<file path="src/rtl/axi_status_register.sv">
// -----------------------------------------------------------------------------
// axi_status_register
//
// AXI4-Lite read-only slave that exposes a wide, flat status vector as
// consecutive 32-bit words. Fabric logic drives sts_data; software reads any
// word through the AXI read channel. Only one read is outstanding at a time,
// so back-to-back throughput is one read every two cycles.
//
// Optional feature macro: AXI_STS_ADDR_CHECK_EN
//   undefined (default): upper address bits are ignored and addresses wrap
//                        modulo WORDS*4; rresp is always OKAY.
//   defined            : an accepted address >= WORDS*4 (full address width)
//                        returns rresp=SLVERR with rdata=0.
// -----------------------------------------------------------------------------
module axi_status_register #(
    parameter int STS_DATA_WIDTH = 1024,
    parameter int AXI_DATA_WIDTH = 32,
    parameter int AXI_ADDR_WIDTH = 32
) (
    input  logic                      aclk,
    input  logic                      areset,
    input  logic [STS_DATA_WIDTH-1:0] sts_data,
    input  logic [AXI_ADDR_WIDTH-1:0] s_axi_araddr,
    input  logic                      s_axi_arvalid,
    output logic                      s_axi_arready,
    output logic [AXI_DATA_WIDTH-1:0] s_axi_rdata,
    output logic [1:0]                s_axi_rresp,
    output logic                      s_axi_rvalid,
    input  logic                      s_axi_rready
);

    // Derived geometry of the status window.
    localparam int WORDS      = STS_DATA_WIDTH / AXI_DATA_WIDTH;
    localparam int ADDR_BITS  = $clog2(WORDS);
    localparam int WORD_SHIFT = $clog2(AXI_DATA_WIDTH);
    localparam int BASE_W     = ADDR_BITS + WORD_SHIFT;

    localparam logic [1:0] RESP_OKAY   = 2'b00;
    localparam logic [1:0] RESP_SLVERR = 2'b10;

    // Read-data holding register and handshake state.
    logic                      rvalid_r;
    logic [AXI_DATA_WIDTH-1:0] rdata_r;
    logic [1:0]                rresp_r;

    // Address decode and next-response values.
    logic                      arready_s;
    logic                      accept_s;
    logic                      complete_s;
    logic [ADDR_BITS-1:0]      word_idx_s;
    logic [BASE_W-1:0]         word_base_s;
    logic [AXI_DATA_WIDTH-1:0] sel_word_s;
    logic [AXI_DATA_WIDTH-1:0] rdata_nxt_s;
    logic [1:0]                rresp_nxt_s;
    logic                      unused_addr_s;

    // The byte lane bits and the bits above the word index never select data;
    // they are folded here so they are visibly consumed.
    assign unused_addr_s = ^{s_axi_araddr[AXI_ADDR_WIDTH-1:ADDR_BITS+2],
                             s_axi_araddr[1:0]};

    // Ready only when no response is pending, and never while in reset.
    assign arready_s  = ~rvalid_r & ~areset;
    assign accept_s   = s_axi_arvalid & arready_s;
    assign complete_s = rvalid_r & s_axi_rready;

    // Word index from the byte address; sub-word bits are dropped so an
    // unaligned address reads its containing word.
    assign word_idx_s  = s_axi_araddr[ADDR_BITS+1:2];
    assign word_base_s = {word_idx_s, {WORD_SHIFT{1'b0}}};

`ifdef AXI_STS_ADDR_CHECK_EN
    localparam logic [AXI_ADDR_WIDTH-1:0] ADDR_LIMIT =
        AXI_ADDR_WIDTH'(WORDS * (AXI_DATA_WIDTH / 8));

    logic addr_err_s;

    // Any address beyond the status window is flagged, not wrapped.
    assign addr_err_s = (s_axi_araddr >= ADDR_LIMIT);
`endif

    // Select the addressed 32-bit word out of the flat status vector.
    always_comb begin
        sel_word_s = sts_data[word_base_s +: AXI_DATA_WIDTH];
    end

    // Build the response that will be captured on an accepting edge.
    always_comb begin
        rdata_nxt_s = sel_word_s;
        rresp_nxt_s = RESP_OKAY;
`ifdef AXI_STS_ADDR_CHECK_EN
        if (addr_err_s) begin
            rdata_nxt_s = {AXI_DATA_WIDTH{1'b0}};
            rresp_nxt_s = RESP_SLVERR;
        end else begin
            rdata_nxt_s = sel_word_s;
            rresp_nxt_s = RESP_OKAY;
        end
`endif
    end

    // Read response channel: capture on accept, hold under backpressure,
    // release rvalid on the handshake; rdata keeps its last value afterwards.
    always_ff @(posedge aclk or posedge areset) begin
        if (areset) begin
            rvalid_r <= 1'b0;
            rdata_r  <= {AXI_DATA_WIDTH{1'b0}};
            rresp_r  <= RESP_OKAY;
        end else if (accept_s) begin
            rvalid_r <= 1'b1;
            rdata_r  <= rdata_nxt_s;
            rresp_r  <= rresp_nxt_s;
        end else if (complete_s) begin
            rvalid_r <= 1'b0;
        end else begin
            rvalid_r <= rvalid_r;
        end
    end

    assign s_axi_arready = arready_s;
    assign s_axi_rvalid  = rvalid_r;
    assign s_axi_rdata   = rdata_r;
    assign s_axi_rresp   = rresp_r;

endmodule

</file>
<file path="config.mk">
export PLATFORM = sky130hd
export DESIGN_NAME = axi_status_register
export DESIGN_NICKNAME = d
export VERILOG_FILES = /design/src/rtl/axi_status_register.sv
export SDC_FILE = /design/constraint.sdc
export NUM_CORES = 1
export LEC_CHECK = 0
export CAP_MARGIN = 25
export CORE_AREA = 10 10 418 420
export DETAILED_ROUTE_END_ITERATION = 12
export DIE_AREA = 0 0 428 430
export GPL_TIMING_DRIVEN = 0
export PLACE_DENSITY = 0.32
export SLEW_MARGIN = 20
export SYNTH_ARGS = -nofsm -noshare
export SYNTH_HDL_FRONTEND = slang
export SYNTH_SLANG_ARGS = --single-unit
</file>
<file path="constraint.sdc">
create_clock -name aclk -period 1.5 [get_ports aclk]
set_input_delay 0.3 -clock aclk [delete_from_list [all_inputs] [get_ports aclk]]
set_output_delay 0.3 -clock aclk [all_outputs]
set_load 0.005 [all_outputs]
</file>
* Word level (Yosys, flattened, before mapping) *
Cells that the tools add are included.

storage, ports and cells
  memory bits (writable) = 0
  register bits after elaboration = 33
  bits in latches = 0
  memories kept = 0
  bits in read-only memories = 0

operators by class
  add/subtract/negate cells = 0
  reductions and logical operators = 1
  order comparisons = 0
  mux-type cells = 2
  shift-type cells = 1
  bitwise gates (word level) = 5
  div/mod/pow operators = 0
  multiply operators = 0
  eq/ne operators = 0

operator list
  cell                                                        count
  1024-bit by 11-bit variable part select with 32-bit output  1
  1-bit bitwise AND                                           3
  1-bit two-way mux                                           2
  1-bit NOT                                                   2
  2-bit nonzero test                                          1

* Longest topological paths before layout *
Gate-level depths: netlist of the first run.

  word-level depth = 4
  gate-level depth with buffers = 8

* Worst setup path after synthesis of the first run *
Ideal clock, no wire load.

  kind = input to register
  start = input s_axi_araddr[2]
  end = register rdata_r[7], in the netlist s_axi_rdata[7]
  path buffers = 3
  path slack = -0.219 ns
  data arrival time = 1.616 ns
  cell stages on the path = 8
  required time = 1.396 ns
  cells stage by stage = buf_6 > buf_8 > buf_8 > mux2i_1 > a22o_1 > a221oi_1 > o22ai_1 > o41ai_2

between the ends
  cells in the longest elaborated chain, start to end = 1

RTL lines
  item                                                        line  source
  start, declared                                             23    input logic [AXI_ADDR_WIDTH-1:0] s_axi_araddr,
  1024-bit by 11-bit variable part select with 32-bit output  84    sel_word_s = sts_data[word_base_s +: AXI_DATA_WIDTH];
  end signal, assigned                                        107   rdata_r <= {AXI_DATA_WIDTH{1'b0}};
  end signal, assigned                                        111   rdata_r <= rdata_nxt_s;
  end, declared                                               43    logic [AXI_DATA_WIDTH-1:0] rdata_r;

No other way between the ends.
A chain may end at the register's enable or synchronous reset.

* Worst setup path in the final report of the first run *
  start = input s_axi_araddr[3]
  end = register rdata_r[19], in the netlist s_axi_rdata[19]

Same word-level chain as after synthesis.

==> out/results.tsv, run 1 <==
metric	value	unit
status	finished, violations left	
failing checks	negative setup slack	
reg-to-reg slack, setup	-0.14	ns
routed vias/inst	3.37	
Clk pwr share	10.3	%
horizontal extent of the die	428	µm
starting DRC count in detailed routing	766	
hold crit path type	in2async	
post-layout instance area	28000	µm²
number of antenna violations at the first check in global routing	43	
number of distinct library cells after synthesis	26	
Sw Share	42.7	%
highest fanout seen on the critical path	10	
DRT Wirelength	163	mm
number of instances in the synthesized netlist	1110	
NetSw	0.00505	W
Clk Tree Root Cell	clkbuf_16	
number of buffers inserted by hold repair at cts	0	
fin crit share	126	%
CTS tree	built	
core area	166000	µm²
I/O Buffers	1065	
final net count	3336	
start-to-end type of the worst setup path	in2reg	
post-place instance area	24000	µm²
mapped cell area	10200	µm²
overflow left after global routing	0	
drt pass-1 iters	5	
Pleak	10.6	nW
sequential-to-total area share from yosys stat	8.12	%
launching point of the worst reg2reg path	s_axi_rvalid$_DFFE_PP0P_	
unrepaired setup endpoints after global routing	true	
# Max-Cap Violations	0	
count of endpoints failing hold in the final timing report	0	
Max Buffers Root-to-Sink	2	
slew at the pin with the worst max-slew slack	0.620	ns
fin. max-slew vios	0	
routability-driven placement congestion ratio	0.837	
die height	430	µm
worst slack at placement	-2.42	ns
largest clock skew in the final design	0.00737	ns
fmax	528	MHz
number of endpoints failing setup at the final stage	32	
Final Hold Slack	0.350	ns
sequential group share of total power	10.5	%
depth of the most critical reg-to-reg path	6	
number of placed I/O pins	1096	
HPWL after detailed placement	141	mm
number of buffers inserted during clock tree synthesis	5	
Global Route Usage Sum	16.8	%
worst slew slack as a fraction of its limit	57.5	%
Sink Count	33	
antenna violation net count after detailed routing	0	
data required time at the worst endpoint	1.71	ns
Yosys warnings	0	
DRC Markers	0	
routed via count	15128	
Routed wire per std cell	36.3	µm
clock-pin slew reported for the worst setup and hold paths after clock tree synthesis	0.07	ns
number of placement rows	150	
arrival time reported for the critical path endpoint	2.10	ns
level count of the clock H-tree	2	
via count of the first global-routing pass	16527	
highest ir drop seen on vdd	0.329	mV
final worst slack	-0.393	ns
element type at the critical path start	input port	
effective utilization at floorplan	6.12	%
largest net degree at the start of global routing	20	
clock latency on the worst-skew pair	0.31	ns
area delta synth->final	175	%
capturing point of the worst reg2reg path	s_axi_rdata[0]$_DFFE_PP0P_	
number of register bits inferred by synthesis	33	
average cell area after synthesis	9.17	µm²
Total Die Area	184000	µm²
first-pass GRT wire length	199	mm
Int Pwr	0.00677	W
power per cell area	422	nW/µm²
sort of element at the end of the critical path	register	
Comb pwr share	79.1	%
proportion of layout cells with a drive suffix above 1	22.5	%
Total Power	0.0118	W
min Tclk post-route	1.89	ns
==> area by class of cell <==
| type | count | area (µm²) |
|---|---|---|
| Fill cell | 18719 | 138000 |
| Timing Repair Buffer | 1159 | 11800 |
| Antenna cell | 9 | 22.5 |
| Sequential cell | 33 | 827 |
| Inverter | 2 | 7.51 |
| Multi-Input combinational cell | 941 | 10400 |
| Clock buffer | 7 | 143 |
| Buffer | 134 | 2030 |
| Tap cell | 2204 | 2760 |
==> per-stage QoR <==
step,setup TNS [ns],instances,utilization (%)
3_3_place_gp,-129.80,4380,14.3
3_5_place_dp,-67.83,4392,14.4
2_1_floorplan,-4.75,1111,-
6_report,-9.85,4489,16.8
4_1_cts,-10.53,4460,16.5
5_1_grt,-11.67,4481,16.8
==> per-layer routing <==
| layer | track usage (%) | part of all wire [%] | vias up |
|---|---|---|---|
| met5 | 0 | 0.11 | - |
| met4 | 1.32 | 0.77 | 30 |
| met3 | 2.48 | 4.1 | 87 |
| met2 | 33.0 | 55 | 602 |
| met1 | 19.6 | 40 | 7479 |
| li1 | - | - | 6930 |
==> repair_timing <==
action / in CTS / in global routing
buffers inserted: 54 / 20
pin swaps: 51 / 47
gates resized for setup: 579 / 69
cloned: 8 / 1
endpoints found under the setup margin: 67 / 34
==> Yosys cell counts <==
cell type / number / share of area, %
nand2_1: 34 / 1.3
o21ai_0: 1 / 0.049
nand2b_1: 2 / 0.12
buf_2: 16 / 0.79
o22ai_1: 32 / 2.0
buf_12: 1 / 0.20
o41ai_2: 32 / 5.1
nor2_1: 2 / 0.074
a221oi_1: 46 / 4.0
and2_1: 1 / 0.062
buf_8: 2 / 0.30
a21oi_1: 64 / 3.1
clkbuf_1: 58 / 2.1
dfrtp_1: 33 / 8.1
clkbuf_4: 8 / 0.59
buf_4: 28 / 2.1
or2_2: 1 / 0.062
mux2i_1: 512 / 50
nor2b_1: 2 / 0.12
a22o_1: 64 / 5.5
buf_1: 9 / 0.33
conb_1: 1 / 0.037
a22oi_1: 128 / 9.4
inv_1: 2 / 0.074
buf_6: 13 / 1.4
a221oi_2: 18 / 2.7
==> sequential cells by signal (all words and copies together) (netlist names) <==
signal,count
s_axi_rdata,32
s_axi_rvalid,1
==> power groups by stage <==
stage	clock network (W)	registers, W	logic, W
4_1_cts	0.00131	0.00124	0.00941
5_1_grt	0.00130	0.00127	0.00984
2_1_floorplan	0	0.00124	0.00256
3_3_place_gp	0	0.00127	0.00814
3_5_place_dp	0	0.00126	0.00821
6_report	0.00122	0.00125	0.00936
==> worst max-delay path, cell delays in order <==
cell and delay, ns:
buf_6 0.11, nor2b_4 0.13, buf_12 0.15, buf_8 0.16
buf_12 0.16, clkbuf_16 0.20, a22oi_2 0.33, a21oi_1 0.17
o41ai_2 0.33
==> kinds of logic (layout without fill, tap and decap cells) <==
group	Yosys count	count (layout)	share of synthesized area, %
multiplexers	512	512	50.4
buffers and inverters	137	1302	7.92
AND/OR/NAND/NOR	42	42	1.70
AO/OA/AOI/OAI	385	385	31.9
other	1	11	0.0369
flip-flops	33	33	8.12
==> cell usage in the layout (no fill, tap or decap), types with 3 or more instances in the layout <==
master | Yosys | routed
clkdlybuf4s50_1 | 0 | 1028
mux2i_1 | 512 | 450
a22oi_1 | 128 | 86
buf_4 | 28 | 71
a22o_1 | 64 | 59
a22oi_2 | 0 | 42
a221oi_2 | 18 | 34
mux2i_2 | 0 | 33
nand2_1 | 34 | 33
o41ai_2 | 32 | 32
dlygate4sd2_1 | 0 | 32
dfrtp_1 | 33 | 32
buf_12 | 1 | 31
a21oi_2 | 0 | 30
mux2i_4 | 0 | 29
a221oi_4 | 0 | 29
buf_16 | 0 | 28
a21oi_1 | 64 | 27
clkbuf_8 | 0 | 25
clkbuf_4 | 8 | 23
o22ai_4 | 0 | 19
clkbuf_16 | 0 | 16
buf_6 | 13 | 16
buf_8 | 2 | 15
diode_2 | 0 | 9
o22ai_1 | 32 | 7
a21oi_4 | 0 | 7
o22ai_2 | 0 | 6
clkbuf_2 | 0 | 5
buf_2 | 16 | 4
a22o_2 | 0 | 3
==> worst max-delay path by stage <==
stage	to	cells past startpoint	startpoint	slack, ns
after floorplan	s_axi_rdata[7]$_DFFE_PP0P_	8	s_axi_araddr[2]	-0.16
after global placement	s_axi_rdata[5]$_DFFE_PP0P_	7	s_axi_araddr[3]	-3.66
after detailed placement	s_axi_rdata[20]$_DFFE_PP0P_	8	s_axi_araddr[4]	-2.42
after CTS	s_axi_rdata[24]$_DFFE_PP0P_	9	s_axi_araddr[4]	-0.42
after global routing	s_axi_rdata[18]$_DFFE_PP0P_	9	s_axi_araddr[4]	-0.42
final	s_axi_rdata[19]$_DFFE_PP0P_	9	s_axi_araddr[3]	-0.39
Note: power is estimated with default switching activity, not from simulation.
==> run 2: changes to the inputs <==
--- a/config.mk
+++ b/config.mk
@@ -10,6 +10,7 @@
 export DETAILED_ROUTE_END_ITERATION = 12
 export DIE_AREA = 0 0 428 430
 export GPL_TIMING_DRIVEN = 0
+export HOLD_SLACK_MARGIN = 0.15
 export PLACE_DENSITY = 0.32
 export SLEW_MARGIN = 20
 export SYNTH_ARGS = -nofsm -noshare
==> results of run 2 <==
Final layout, timing and power as in run 1 (identical DEF).
==> run 3: changes to the inputs <==
--- a/config.mk
+++ b/config.mk
@@ -6,12 +6,12 @@
 export NUM_CORES = 1
 export LEC_CHECK = 0
 export CAP_MARGIN = 25
-export CORE_AREA = 10 10 418 420
+export CORE_AREA = 10 10 421 423
 export DETAILED_ROUTE_END_ITERATION = 12
-export DIE_AREA = 0 0 428 430
+export DIE_AREA = 0 0 431 433
 export GPL_TIMING_DRIVEN = 0
 export HOLD_SLACK_MARGIN = 0.15
-export PLACE_DENSITY = 0.32
+export PLACE_DENSITY = 0.31
 export SLEW_MARGIN = 20
 export SYNTH_ARGS = -nofsm -noshare
 export SYNTH_HDL_FRONTEND = slang
==> constraint.sdc (replaced) <==
create_clock -name aclk -period 2.1 [get_ports aclk]
set_input_delay 0.42 -clock aclk [delete_from_list [all_inputs] [get_ports aclk]]
set_output_delay 0.42 -clock aclk [all_outputs]
set_load 0.005 [all_outputs]
==> out/results.tsv, run 3 (synthesized netlist as in run 1, its figures left out) <==
metric	value	unit	change
depth of the most critical reg-to-reg path	6		unchanged
final worst slack	0.00924	ns	was -0.393 ns
post-place instance area	23900	µm²	was 24000 µm²
number of endpoints failing setup at the final stage	0		was 32
CTS tree	built		unchanged
Clk Tree Root Cell	clkbuf_16		unchanged
number of antenna violations at the first check in global routing	52		was 43
largest net degree at the start of global routing	19		was 20
first-pass GRT wire length	195	mm	was 199 mm
slew at the pin with the worst max-slew slack	0.635	ns	was 0.620 ns
NetSw	0.00350	W	was 0.00505 W
fin crit share	99.6	%	
routed via count	15028		was 15128
unrepaired setup endpoints after global routing	true		unchanged
proportion of layout cells with a drive suffix above 1	18.9	%	was 22.5%
Comb pwr share	79.1	%	about the same
I/O Buffers	1065		unchanged
sequential group share of total power	10.7	%	was 10.5%
drt pass-1 iters	5		unchanged
final-layout fill cell count	19064		was 18719
core area	169000	µm²	was 166000 µm²
clock latency on the worst-skew pair	0.31	ns	about the same
Pleak	10.2	nW	was 10.6 nW
number of placement rows	151		was 150
min Tclk post-route	2.09	ns	
most common library cell in the layout ignoring fill and taps	clkdlybuf4s50_1		unchanged
arrival time reported for the critical path endpoint	2.30	ns	was 2.10 ns
horizontal extent of the die	431	µm	was 428 µm
via count of the first global-routing pass	16531		was 16527
clock-pin slew reported for the worst setup and hold paths after clock tree synthesis	0.07	ns	about the same
reg-to-reg slack, setup	0.25	ns	was -0.14 ns
worst slack at placement	-2.01	ns	was -2.42 ns
number of buffers inserted by hold repair at cts	0		unchanged
Final TNS setup	0	ns	was -9.85 ns
sort of element at the end of the critical path	register		unchanged
capturing point of the worst reg2reg path	s_axi_rdata[0]$_DFFE_PP0P_		unchanged
power per cell area	306	nW/µm²	was 422 nW/µm²
start-to-end type of the worst setup path	in2reg		unchanged
largest clock skew in the final design	0.00670	ns	was 0.00737 ns
Int Pwr	0.00475	W	was 0.00677 W
launching point of the worst reg2reg path	s_axi_rvalid$_DFFE_PP0P_		unchanged
DRT Wirelength	161	mm	was 163 mm
count of endpoints failing hold in the final timing report	0		unchanged
fin. max-slew vios	0		unchanged
effective utilization at floorplan	6.03	%	was 6.12%
share of the core filled with cells	16.0	%	was 16.8%
footprint of the multi-input gates	10000	µm²	was 10400 µm²
fmax	478	MHz	
worst slew slack as a fraction of its limit	57.6	%	was 57.5%
Final Hold Slack	0.408	ns	was 0.350 ns
number of flip-flops under the largest register name	32		unchanged
Sink Count	33		unchanged
overflow left after global routing	0		unchanged
Total Die Area	187000	µm²	was 184000 µm²
highest fanout seen on the critical path	9		was 10
area delta synth->final	165	%	was 175%
antenna violation net count after detailed routing	0		unchanged
status	finished, final reports clean		was finished, violations left
data required time at the worst endpoint	2.31	ns	was 1.71 ns
final net count	3293		was 3336
hold crit path type	in2async		unchanged
Global Route Usage Sum	16.2	%	was 16.8%
post-layout instance area	27000	µm²	was 28000 µm²
sequential cell area	826	µm²	was 827 µm²
number of placed I/O pins	1096		unchanged
Sw Share	42.4	%	was 42.7%
# Max-Cap Violations	0		unchanged
crit path launch	s_axi_araddr[2]		was s_axi_araddr[3]
HPWL after detailed placement	142	mm	was 141 mm
Routed wire per std cell	36.1	µm	was 36.3 µm
starting DRC count in detailed routing	788		was 766
Clk pwr share	10.2	%	was 10.3%
highest ir drop seen on vdd	0.272	mV	was 0.329 mV
die height	433	µm	was 430 µm
Max Buffers Root-to-Sink	2		unchanged
DRC Markers	0		unchanged
top library cells by usage in the layout, fill and taps aside	clkdlybuf4s50_1 (1061), mux2i_1 (470), a22oi_1 (103)		was clkdlybuf4s50_1 (1028), mux2i_1 (450), a22oi_1 (86)
number of buffers inserted during clock tree synthesis	5		unchanged
routed vias/inst	3.37		about the same
routability-driven placement congestion ratio	0.833		was 0.837
level count of the clock H-tree	2		unchanged
element type at the critical path start	input port		unchanged
## run 3: cell types whose count changed in the layout (fill, tap and decap cells not counted), moves of 8 or more
cell / change
buf_4: -38
clkdlybuf4s50_1: +33
dlygate4sd2_1: -31
mux2i_1: +20
a22oi_1: +17
a22oi_2: -17
mux2i_4: -14
buf_16: -13
buf_6: +10
clkbuf_2: +8
## run 3: routing by layer
layer	GRT usage (%)	vias up	wire, µm
li1	-	6826	-
met3	4.08	117	9510
met2	30.7	653	85600
met4	3.00	40	2740
met5	0.538	-	377
met1	18.1	7392	62900
## run 3: what timing repair did
item / 4_1_cts / 5_1_grt
gates cloned: 4 / 1
resized for setup: 468 / 53
endpoints found under the setup margin: 33 / 27
pin swaps: 41 / 28
buffers inserted: 19 / 10
## run 3: worst max path at each step
stage	end	slack, ns	cells past startpoint
global placement	s_axi_rdata[17]$_DFFE_PP0P_	-2.57	7
CTS	s_axi_rdata[9]$_DFFE_PP0P_	-0.05	6
global route	s_axi_rdata[5]$_DFFE_PP0P_	-0.04	9
floorplan	s_axi_rdata[7]$_DFFE_PP0P_	0.26	8
finish	s_axi_rdata[4]$_DFFE_PP0P_	0.009	8
detailed placement	s_axi_rdata[20]$_DFFE_PP0P_	-2.01	7
## run 3: power groups by stage
| stage | logic [W] | registers (W) | clock network (W) |
|---|---|---|---|
| after floorplan | 0.00178 | 0.000888 | 0 |
| after global placement | 0.00575 | 0.000887 | 0 |
| after detailed placement | 0.00583 | 0.000884 | 0 |
| after CTS | 0.00658 | 0.000878 | 0.000912 |
| after global routing | 0.00684 | 0.000899 | 0.000900 |
| final | 0.00653 | 0.000882 | 0.000842 |
## run 3: layout make-up
cell class | count | area share (%)
inverters | 2 | 0.0278
repair buffers | 1116 | 42.3
well taps | 2218 | 10.3
flip-flops and latches | 33 | 3.06
multi-input cells | 941 | 37.1
plain buffers | 134 | 6.55
diodes | 11 | 0.102
clock buffers | 7 | 0.529
## run 3: critical path, cell delays in order
cell and delay (ns):
buf_16 0.14, buf_16 0.17, buf_16 0.19, buf_16 0.17, mux2i_1 0.15, a22oi_2 0.56, a21oi_2 0.13, o41ai_2 0.28
## run 3: through the flow
stage                     instances  power (W)
final                          4462    0.00825
after global routing           4458    0.00864
after CTS                      4440    0.00837
after detailed placement       4411    0.00671
after global placement         4394    0.00663
after floorplan                1111    0.00266
